**config.mk**
```make
export PLATFORM = sky130hd
export DESIGN_NAME = fifo_wr_arbiter_flat
export DESIGN_NICKNAME = d
export VERILOG_FILES = /design/src/rtl/fifo_wr_arbiter_pkg.sv /design/src/rtl/fifo_wr_arbiter_if.sv /design/src/rtl/fifo_wr_arbiter_rr_pick.sv /design/src/rtl/fifo_wr_arbiter.sv /design/src/flat_wrapper.sv
export SDC_FILE = /design/constraint.sdc
export NUM_CORES = 1
export LEC_CHECK = 0
export CORE_MARGIN = 1
export CORE_UTILIZATION = 40
export CTS_CLUSTER_DIAMETER = 60
export DETAILED_ROUTE_END_ITERATION = 16
export GPL_TIMING_DRIVEN = 0
export PLACE_DENSITY = 0.76
export SLEW_MARGIN = 0
export SYNTH_ARGS = -nofsm -noshare
export SYNTH_HDL_FRONTEND = slang
export SYNTH_SLANG_ARGS = --single-unit
```
**constraint.sdc**
```tcl
create_clock -name clk -period 3.85 [get_ports clk]
set_input_delay 0.77 -clock clk [delete_from_list [all_inputs] [get_ports clk]]
set_output_delay 0.77 -clock clk [all_outputs]
set_load 0.02 [all_outputs]
```
**src/rtl/fifo_wr_arbiter_pkg.sv**
```systemverilog
// fifo_arb_pkg: shared types and default sizes for the FIFO write-side arbiter.
// Holds the FSM state encoding, the default FIFO geometry and the credit
// counter width that matches that default geometry.
package fifo_arb_pkg;

  localparam int DEF_FIFO_WIDTH = 16;
  localparam int DEF_FIFO_DEPTH = 8;
  // Counter must hold the value DEPTH itself (empty FIFO), hence DEPTH+1.
  localparam int CREDIT_W       = $clog2(DEF_FIFO_DEPTH + 1);

  typedef enum logic [1:0] {
    IDLE   = 2'd0,
    ACTIVE = 2'd1,
    STALL  = 2'd2
  } arb_state_e;

endpackage

```
**src/rtl/fifo_wr_arbiter_if.sv**
```systemverilog
// fifo_wr_arbiter_if: bundles the requester handshake, the FIFO write port and
// the arbiter status lines.
//   req / req_data       : requester requests and packed per-requester data
//   gnt                  : one-hot grant pulse back to the requesters
//   fifo_wr_en/_data_in  : write strobe and data towards the FIFO
//   fifo_rd_pop          : successful FIFO read (from the consumer)
//   fifo_overflow        : FIFO overflow flag
//   credits / stall / err: arbiter status
// master = arbiter side, slave = environment (requesters, FIFO, consumer).
interface fifo_wr_arbiter_if
  import fifo_arb_pkg::*;
#(
  parameter int NUM_REQ    = 4,
  parameter int FIFO_WIDTH = DEF_FIFO_WIDTH,
  parameter int FIFO_DEPTH = DEF_FIFO_DEPTH
);
  localparam int CNT_W = $clog2(FIFO_DEPTH + 1);

  logic [NUM_REQ-1:0]            req;
  logic [NUM_REQ*FIFO_WIDTH-1:0] req_data;
  logic [NUM_REQ-1:0]            gnt;
  logic                          fifo_wr_en;
  logic [FIFO_WIDTH-1:0]         fifo_data_in;
  logic                          fifo_rd_pop;
  logic                          fifo_overflow;
  logic [CNT_W-1:0]              credits;
  logic                          stall;
  logic                          err;

  modport master (
    input  req, req_data, fifo_rd_pop, fifo_overflow,
    output gnt, fifo_wr_en, fifo_data_in, credits, stall, err
  );

  modport slave (
    output req, req_data, fifo_rd_pop, fifo_overflow,
    input  gnt, fifo_wr_en, fifo_data_in, credits, stall, err
  );

endinterface

```
**src/rtl/fifo_wr_arbiter_rr_pick.sv**
```systemverilog
// rr_pick: combinational rotate-priority encoder.
//   elig  : eligible requester mask
//   ptr   : index where the search starts (wraps modulo N)
//   win   : one-hot winner (all zero when nothing is eligible)
//   valid : at least one requester is eligible
module rr_pick #(
  parameter int N     = 4,
  parameter int PTR_W = $clog2(N)
) (
  input  logic [N-1:0]     elig,
  input  logic [PTR_W-1:0] ptr,
  output logic [N-1:0]     win,
  output logic             valid
);

  logic [PTR_W-1:0] idx_s;
  logic             hit_s;

  // Walk the requesters starting at ptr; the first eligible one wins.
  always_comb begin
    win   = '0;
    valid = 1'b0;
    idx_s = ptr;
    hit_s = 1'b0;
    for (int k = 0; k < N; k++) begin
      idx_s      = PTR_W'((int'(ptr) + k) % N);
      hit_s      = !valid && elig[idx_s];
      win[idx_s] = win[idx_s] | hit_s;
      valid      = valid | hit_s;
    end
  end

endmodule

```
**src/rtl/fifo_wr_arbiter.sv**
```systemverilog
// fifo_wr_arbiter: round-robin arbiter sharing one FIFO write port among
// NUM_REQ producers. A credit counter mirrors the free FIFO slots so a write
// is only issued when a slot is guaranteed; overflow or credit inconsistency
// sets a sticky error.
//   clk, rst : clock and synchronous active-high reset
//   bus      : requester handshake, FIFO write port and status (master side)
module fifo_wr_arbiter
  import fifo_arb_pkg::*;
#(
  parameter int NUM_REQ    = 4,
  parameter int FIFO_WIDTH = DEF_FIFO_WIDTH,
  parameter int FIFO_DEPTH = DEF_FIFO_DEPTH
) (
  input  logic               clk,
  input  logic               rst,
  fifo_wr_arbiter_if.master  bus
);

  localparam int CNT_W = $clog2(FIFO_DEPTH + 1);
  localparam int PTR_W = $clog2(NUM_REQ);
  localparam logic [CNT_W-1:0] FULL_CREDITS = CNT_W'(FIFO_DEPTH);
  localparam logic [PTR_W-1:0] LAST_REQ     = PTR_W'(NUM_REQ - 1);

  arb_state_e              state_q, state_d;
  logic [PTR_W-1:0]        rr_ptr_q, rr_ptr_d;
  logic [NUM_REQ-1:0]      gnt_q, gnt_d;
  logic                    wr_en_q, wr_en_d;
  logic [FIFO_WIDTH-1:0]   data_q, data_d;
  logic [CNT_W-1:0]        credits_q, credits_d;
  logic                    err_q, err_d;

  logic [NUM_REQ-1:0]      elig_s;
  logic [NUM_REQ-1:0]      win_s;
  logic                    pick_valid_s;
  logic                    issue_s;
  logic                    stall_cond_s;
  logic [PTR_W-1:0]        win_idx_s;
  logic [FIFO_WIDTH-1:0]   sel_data_s;

  // The requester granted last cycle has not yet replaced its item, so mask it.
  assign elig_s  = bus.req & ~gnt_q;
  // Conservative: a pop in this cycle never makes an issue legal at zero credits.
  assign issue_s = pick_valid_s && (credits_q != {CNT_W{1'b0}});

  rr_pick #(
    .N     (NUM_REQ),
    .PTR_W (PTR_W)
  ) u_pick (
    .elig  (elig_s),
    .ptr   (rr_ptr_q),
    .win   (win_s),
    .valid (pick_valid_s)
  );

  // Convert the one-hot winner into an index and select its data slice.
  always_comb begin
    win_idx_s  = {PTR_W{1'b0}};
    sel_data_s = {FIFO_WIDTH{1'b0}};
    for (int k = 0; k < NUM_REQ; k++) begin
      win_idx_s  = win_idx_s | (win_s[k] ? PTR_W'(k) : {PTR_W{1'b0}});
      sel_data_s = sel_data_s |
                   (win_s[k] ? bus.req_data[k*FIFO_WIDTH +: FIFO_WIDTH] : {FIFO_WIDTH{1'b0}});
    end
  end

  // Next-state, credit, pointer, output and error computation.
  always_comb begin
    credits_d = credits_q;
    case ({issue_s, bus.fifo_rd_pop})
      2'b10:   credits_d = credits_q - CNT_W'(1);
      // A pop with all credits home means the FIFO was empty: saturate.
      2'b01:   credits_d = (credits_q == FULL_CREDITS) ? credits_q : credits_q + CNT_W'(1);
      default: credits_d = credits_q;
    endcase

    // Stall is judged on the credits that will be visible next cycle, so a
    // pop lifts it immediately and stall=1 always coincides with credits=0.
    stall_cond_s = (|elig_s) && (credits_d == {CNT_W{1'b0}});
    case ({issue_s, stall_cond_s})
      2'b10, 2'b11: state_d = ACTIVE;
      2'b01:        state_d = STALL;
      default:      state_d = IDLE;
    endcase

    if (issue_s) begin
      rr_ptr_d = (win_idx_s == LAST_REQ) ? {PTR_W{1'b0}} : win_idx_s + PTR_W'(1);
      data_d   = sel_data_s;
    end else begin
      rr_ptr_d = rr_ptr_q;
      data_d   = data_q;
    end
    gnt_d   = issue_s ? win_s : {NUM_REQ{1'b0}};
    wr_en_d = issue_s;

    err_d = err_q | bus.fifo_overflow |
            (bus.fifo_rd_pop && (credits_q == FULL_CREDITS));
  end

  // State and output registers with synchronous reset.
  always_ff @(posedge clk) begin
    if (rst) begin
      state_q   <= IDLE;
      rr_ptr_q  <= {PTR_W{1'b0}};
      gnt_q     <= {NUM_REQ{1'b0}};
      wr_en_q   <= 1'b0;
      data_q    <= {FIFO_WIDTH{1'b0}};
      credits_q <= FULL_CREDITS;
      err_q     <= 1'b0;
    end else begin
      state_q   <= state_d;
      rr_ptr_q  <= rr_ptr_d;
      gnt_q     <= gnt_d;
      wr_en_q   <= wr_en_d;
      data_q    <= data_d;
      credits_q <= credits_d;
      err_q     <= err_d;
    end
  end

  assign bus.gnt          = gnt_q;
  assign bus.fifo_wr_en   = wr_en_q;
  assign bus.fifo_data_in = data_q;
  assign bus.credits      = credits_q;
  assign bus.stall        = (state_q == STALL);
  assign bus.err          = err_q;

endmodule

```
**src/flat_wrapper.sv**
```systemverilog
// flat-port wrapper written by rule: the top's interface ports become plain ports
module fifo_wr_arbiter_flat import fifo_arb_pkg::*;
#(
  parameter int NUM_REQ    = 4,
  parameter int FIFO_WIDTH = DEF_FIFO_WIDTH,
  parameter int FIFO_DEPTH = DEF_FIFO_DEPTH
)
  (clk, rst, bus_req, bus_req_data, bus_fifo_rd_pop, bus_fifo_overflow, bus_gnt, bus_fifo_wr_en, bus_fifo_data_in, bus_credits, bus_stall, bus_err);
  fifo_wr_arbiter_if #(.NUM_REQ(NUM_REQ), .FIFO_WIDTH(FIFO_WIDTH), .FIFO_DEPTH(FIFO_DEPTH)) bus_i ();
  input  logic clk;
  input  logic rst;
  input wire logic [$bits(bus_i.req)-1:0] bus_req;
  input wire logic [$bits(bus_i.req_data)-1:0] bus_req_data;
  input wire logic [$bits(bus_i.fifo_rd_pop)-1:0] bus_fifo_rd_pop;
  input wire logic [$bits(bus_i.fifo_overflow)-1:0] bus_fifo_overflow;
  output wire logic [$bits(bus_i.gnt)-1:0] bus_gnt;
  output wire logic [$bits(bus_i.fifo_wr_en)-1:0] bus_fifo_wr_en;
  output wire logic [$bits(bus_i.fifo_data_in)-1:0] bus_fifo_data_in;
  output wire logic [$bits(bus_i.credits)-1:0] bus_credits;
  output wire logic [$bits(bus_i.stall)-1:0] bus_stall;
  output wire logic [$bits(bus_i.err)-1:0] bus_err;
  assign bus_i.req = bus_req;
  assign bus_i.req_data = bus_req_data;
  assign bus_i.fifo_rd_pop = bus_fifo_rd_pop;
  assign bus_i.fifo_overflow = bus_fifo_overflow;
  assign bus_gnt = bus_i.gnt;
  assign bus_fifo_wr_en = bus_i.fifo_wr_en;
  assign bus_fifo_data_in = bus_i.fifo_data_in;
  assign bus_credits = bus_i.credits;
  assign bus_stall = bus_i.stall;
  assign bus_err = bus_i.err;
  fifo_wr_arbiter #(.NUM_REQ(NUM_REQ), .FIFO_WIDTH(FIFO_WIDTH), .FIFO_DEPTH(FIFO_DEPTH)) u_core (.clk(clk), .rst(rst), .bus(bus_i));
endmodule
```
==> impl_metrics.yaml, run 1 <==
hold_path:
  hold_class: "reg -> reg"
global_routing:
  grt_pass1_vias: 2873
  grt_max_degree: 11
  grt_overflow: 0
  grt_usage_pct: 26.9
  antenna_found_initial: 0
  grt_pass1_wl_um: 13400
power_and_ir_drop:
  comb_power_share_pct: 77.4
  internal-power_mw: 1.66
  power_density_nw_per_um2: 860
  sequentialPowerShare_pct: 15.9
  p_switching_mw: 1.68
  pwr-share-clk_pct: 6.7
  swShare_pct: 50.3
  p_leak_nw: 1.38
  ir_drop_uv: 470
critical_path:
  endpoint_kind: "register"
  cp_cell_sequence: "clkdlybuf4s50_1, nor2b_1, a211oi_2, a2111o_1, buf_4, a31oi_4, a211oi_2, a21oi_4, buf_4, o211ai_1, buf_4, a41oi_2, clkbuf_4, a22oi_1, a41oi_1"
  worstPathRequired_ns: 4.04
  crit_top_cell: "buf_4"
  cp_slowest_cell: "clkdlybuf4s50_1"
  critical_path.startpoint_type: "input port"
  path_class: "in -> reg"
  cpLargestDelayFamily: "compound AO/OA/AOI/OAI gates"
  arrival_ns: 4.07
  cp_num_buf_inv: 5
  cpPeakStageDelay_ns: 0.51
  rrSetupSlack_ns: 0.03
  path_max_fanout: 10
final_layout:
  nFillCells: 466
  drive_above_1_share_pct: 18.7
  diodes: 0
  stdcell_area_um2: 3890
  fin_nets: 509
  final_cells: 500
  syn_to_final_growth_pct: 64.9
detailed_routing:
  first_iter_violations: 254
  antenna_left: 0
  dr.pass1.iters: 5
  drc_errors: 0
  wl_per_cell_um: 17.4
  vias: 3084
  drt-vias-per-instance: 6.17
  routed_wl_um: 8720
yosys:
  synth_mux_area_share_pct: 0.849
  yosysTopAreaCell: "dfxtp_1"
  synth_compound_area_share_pct: 42.4
  synth_top_area_share_pct: 24.6
  yosysSeqAreaShare_pct: 24.6
  yosysMostFrequentCell: "dfxtp_1"
  synth.ff_latch_count: 29
  synth_common_cells: "dfxtp_1 (29), nor2_1 (26), a21oi_1 (25), o21ai_0 (24), nand3_1 (22)"
  netlist_area_um2: 2360
  ys_async_sr_fraction_pct: 0
  syn_nets: 386
  synth-simple-area-share_pct: 21.6
  synthAdderAreaFrac_pct: 4.24
  synthCells: 306
  synth-xor-area-share_pct: 0
  synthFlopType: "dfxtp_1"
  synth_cell_types: 57
  avgSynthCellArea_um2: 7.71
  synth_top_family_by_area: "compound AO/OA/AOI/OAI gates"
  ys.warnings.count: 0
  synthTopCellsByArea: "dfxtp_1 (25%), a41oi_1 (6.3%), a22oi_1 (5.4%)"
  synth_edf_count: 0
clock_tree:
  path_clk_slew_ns: 0.06
  cts_tree: "done"
  numClockSinks: 29
  clockRootBuffer: "clkbuf_8"
  clk_latency_ns: 0.27
  h-tree-depth: 2
  clockBufferDepth: 2
  cts-hold-fix-buffers: 0
  cts_made_buffers: 5
sta:
  finalSetupViolCount: 11
  worst_slack_ns: -0.0269
  post-route-period-util_pct: 101
  drv_slew: 0
  fin_skew_ns: 0.00609
  layout_min_cycle_time_ns: 3.88
  timing_hold_violations_final: 0
  maxSlewHeadroom_pct: 60.9
  worst_pin_slew_ns: 0.586
  timing.fmax_mhz: 258
  finalSetupTns_ns: -0.110
floorplan:
  start_util_pct: 42.1
  die_w_um: 78.8
  row_count: 27
  num_io_pins: 99
  fp.dieH_um: 78.8
  design.die.area_um2: 6210
  coreArea_um2: 5610
placed_design:
  placed_cells: 476
  post_dp_cell_area_um2: 3430
  port_buffers: 98
  post-place-ws_ns: -0.447
  gp_congestion: 0.891
  dp_hpwl_um: 5920
run_status:
  status: "complete, but fails checks"
  violations: "negative setup slack"
job:
  drv_cap: 0
==> per-stage QoR <==
step                hold WS (ns)  util [%]  total power [mW]
floorplan                  0.587         -              1.92
global placement           0.473      61.2              2.58
detailed placement         0.476      61.2              2.61
CTS                        0.494      63.8              2.92
global route               0.535      69.3              3.58
finish                     0.488      69.3              3.34
==> layer usage <==
metal	GRT usage [%]	share of wire, %	vias up
li1	-	-	1436
met1	33.7	39	1442
met2	44.2	49	183
met3	7.13	10	23
met4	9.26	2.0	0
met5	0	0	-
==> worst reg2reg max path: cells and delay by family, from the launching register on <==
kind,cells,cell delay [ns]
AOI/OAI and AO/OA,9,1.63
buffers and inverters,7,1.32
DFF,1,0.33
adders and majority gates,1,0.27
and+or+nand+nor,1,0.20
==> flip-flops by register name (all words and copies together), names as in the netlist <==
name,cells
u_core.bus.fifo_data_in,16
u_core.bus.gnt,4
u_core.bus.credits,4
u_core.rr_ptr_q,2
u_core.bus.err,1
u_core.state_q,2
==> timing repair <==
action | in CTS | in global routing
setup buffers | 2 | 18
hold endpoints to repair | 0 | 0
setup endpoints to repair | 22 | 21
pin swaps | 2 | 14
resized for setup | 15 | 41
==> layout make-up <==
cell class / instances / area (um2) / area share (%)
Multi-Input combinational cell: 242 / 1830 / 47.0
Inverter: 14 / 62.6 / 1.61
Tap cell: 72 / 90.1 / 2.32
Buffer: 19 / 118 / 3.02
Timing Repair Buffer: 118 / 1130 / 29.2
Clock buffer: 5 / 68.8 / 1.77
Clock inverter: 1 / 5.00 / 0.129
Sequential cell: 29 / 582 / 15.0
==> power by group through the flow <==
stage | Clock [mW] | Sequential [mW] | Combinational (mW)
after floorplan | 0 | 0.655 | 1.27
final | 0.226 | 0.531 | 2.59
after global placement | 0 | 0.526 | 2.06
after CTS | 0.227 | 0.526 | 2.17
after global routing | 0.245 | 0.550 | 2.79
after detailed placement | 0 | 0.528 | 2.08
==> path summary, 6_finish.rpt <==
| kind | depth (start not counted) | start | to |
|---|---|---|---|
| setup / recovery | 15 | bus_req[3] | u_core.bus.fifo_data_in[0] |
| hold / removal | 2 | u_core.bus.err | u_core.bus.err |
| setup reg to reg | 18 | u_core.rr_ptr_q[0] | u_core.bus.fifo_data_in[0] |
| hold reg to reg | 2 | u_core.bus.err | u_core.bus.err |
==> kinds of logic after synthesis <==
group / count (synthesis)
buf+inv: 35
flops: 29
mux: 2
compound gates: 133
fa+ha+maj: 8
simple gates: 99
==> placed cells by master, fill, tap and decap left out, types with 5 or more instances in the layout <==
cell             count
nor3_1              11
nor2_1              25
dfxtp_1             28
nand2_1              7
buf_6                5
a22oi_2              6
or3_1                5
clkbuf_8             5
o21bai_1            16
ha_1                 8
clkbuf_1             7
inv_1                9
o211ai_1             5
a41oi_1             16
buf_4               20
nand3_1             21
clkdlybuf4s50_1     98
a22oi_1             11
o21ai_0             24
a21oi_1             24
No activity file was read; power rests on OpenSTA's default activity.
==> inputs of run 2 (changes only) <==
Settings changed: CAP_MARGIN from default to 15, CTS_CLUSTER_DIAMETER 60 to 80, PLACE_DENSITY 0.76 to default, PLACE_DENSITY_LB_ADDON from default to 0.25.
==> run 2 against run 1 <==
  * The flow now finishes without violations
  * Combinational power is 2% lower
  * Critical path type is now reg -> reg
  * Largest cell class unchanged
  * Critical path depth increased by 1
  * Sequential power is essentially flat
  * Worst hold slack improved by 0.020 ns
==> impl_metrics.yaml, run 2 (same netlist as run 1, synthesis figures left out) <==
run_status:
  status: "finished clean"
sta:
  timing_hold_violations_final: 0
  worst_pin_slew_ns: 0.596
  fin_hold_ws_ns: 0.508
  maxSlewHeadroom_pct: 60.2
  drv_slew: 0
  layout_min_cycle_time_ns: 3.82
  fin_skew_ns: 0.00260
  post-route-period-util_pct: 99.1
  worst_slack_ns: 0.0328
  timing.fmax_mhz: 262
  finalSetupTns_ns: 0
  finalSetupViolCount: 0
clock_tree:
  path_clk_slew_ns: 0.07
  clockRootBuffer: "clkbuf_8"
  cts-hold-fix-buffers: 0
  clockBufferDepth: 2
  cts_made_buffers: 5
  h-tree-depth: 2
  clk_latency_ns: 0.28
  numClockSinks: 29
  cts_tree: "done"
floorplan:
  num_io_pins: 99
  start_util_pct: 42.1
  design.die.area_um2: 6210
  row_count: 27
  fp.dieH_um: 78.8
  die_w_um: 78.8
  coreArea_um2: 5610
placed_design:
  gp_congestion: 0.883
  post_dp_cell_area_um2: 3430
  post-place-ws_ns: -0.528
  placed_cells: 476
  port_buffers: 98
  dp_hpwl_um: 6070
global_routing:
  grt_util_met1_pct: 32.5
  grt_pass1_vias: 2861
  grt_overflow: 0
  use_met2_pct: 45.6
  top_usage_layer: "met2"
  grt_pass1_wl_um: 13200
  grt_usage_pct: 26.9
  grt_use_met3_pct: 7.13
  antenna_found_initial: 0
  grt_max_degree: 11
hold_path:
  hold_start: "u_core.bus.err"
  hold_depth: 2
  hold_class: "reg -> reg"
  whs_endpoint: "u_core.bus.err"
power_and_ir_drop:
  power_density_nw_per_um2: 856
  ir_drop_uv: 451
  sequentialPowerShare_pct: 16.1
  swShare_pct: 50.2
  comb_power_share_pct: 76.5
  internal-power_mw: 1.65
  p_leak_nw: 1.38
  p_switching_mw: 1.67
  total_power_mw: 3.32
  pwr-share-clk_pct: 7.5
critical_path:
  endpoint_kind: "register"
  worstPathRequired_ns: 4.06
  cp_slowest_cell: "a2111o_1"
  cp_cell_sequence: "buf_8, clkinvlp_4, ha_1, buf_4, inv_4, mux2i_4, a2111o_1, o21ai_2, a221oi_2, nor3_2, a221oi_4, buf_6, a32oi_4, buf_4, a22oi_1, a41oi_1"
  crit_top_cell: "buf_4"
  cpPeakStageDelay_ns: 0.55
  path_max_fanout: 10
  r2r-start: "u_core.rr_ptr_q[1]"
  cpLargestDelayFamily: "compound AO/OA/AOI/OAI gates"
  path_class: "reg -> reg"
  rr_worst_depth: 16
  r2r-end: "u_core.bus.fifo_data_in[11]"
  rrSetupSlack_ns: 0.03
  arrival_ns: 4.03
  critical_path.startpoint_type: "register"
  cp_num_buf_inv: 6
detailed_routing:
  routed_wl_um: 8800
  dr.pass1.iters: 7
  drc_errors: 0
  wl_per_cell_um: 17.5
  first_iter_violations: 272
  vias: 3116
  drt-vias-per-instance: 6.18
  antenna_left: 0
final_layout:
  final_cell_mix: "clkdlybuf4s50_1 (98), dfxtp_1 (27), nor2_1 (25), a21oi_1 (25), o21ai_0 (23)"
  nFillCells: 495
  post-route-util_pct: 69.2
  stdcell_area_um2: 3880
  drive_above_1_share_pct: 17.1
  final_common_cell: "clkdlybuf4s50_1"
  diodes: 0
  final_cells: 504
  largest_reg_flops: 16
  syn_to_final_growth_pct: 64.5
  fin_nets: 511
job:
  drv_cap: 0
run 2: changes by cell type in the layout (fill, tap and decap cells not counted), moves of 2 or more:
cell / before / now
a22oi_2: 6 / 0
buf_6: 5 / 3
a221oi_2: 3 / 1
a221oi_4: 1 / 3
clkbuf_1: 7 / 9
a22oi_1: 11 / 17
run 2: timing repair:
item,4_1_cts,5_1_grt
gates resized for setup,20,31
buffers inserted,4,15
pin swaps,4,8
setup endpoints to repair,22,21
gates cloned,0,1
run 2: worst reg2reg max path: cells and delay by family, from the launching register on:
kind	cells	cell delay, ns
flops	1	0.37
simple gates	1	0.36
compound gates	7	1.61
mux	1	0.20
buf+inv	6	0.91
fa+ha+maj	1	0.30
run 2: worst max path at each step:
stage,from,endpoint,depth (start not counted)
final,u_core.rr_ptr_q[1],u_core.bus.fifo_data_in[11],16
after global routing,u_core.rr_ptr_q[1],u_core.rr_ptr_q[1],18
after CTS,u_core.rr_ptr_q[1],u_core.bus.fifo_data_in[14],15
after detailed placement,bus_req[0],u_core.bus.fifo_data_in[14],12
after global placement,bus_req[0],u_core.bus.fifo_data_in[2],12
after floorplan,u_core.rr_ptr_q[1],u_core.bus.fifo_data_in[0],15
run 2: area by class of cell:
cell class	instances	area, um2	share of cell area, %
Buffer	21	126	3.26
Inverter	14	61.3	1.58
Clock buffer	6	72.6	1.87
Multi-Input combinational cell	242	1790	46.1
Sequential cell	29	583	15.0
Clock inverter	2	10.0	0.258
Timing Repair Buffer	118	1150	29.6
Tap cell	72	90.1	2.32
run 2: metal layers:
metal | share of wire [%] | up-vias
met1 | 40 | 1478
met4 | 2.4 | 0
met2 | 48 | 179
met5 | 0 | -
met3 | 9.5 | 23
li1 | - | 1436
run 2: power groups by stage:
stage	sequential (mW)	clock (mW)	combinational [mW]
finish	0.533	0.248	2.54
detailed placement	0.530	0	2.09
floorplan	0.655	0	1.27
global route	0.546	0.263	2.71
global placement	0.526	0	2.05
CTS	0.527	0.251	2.26
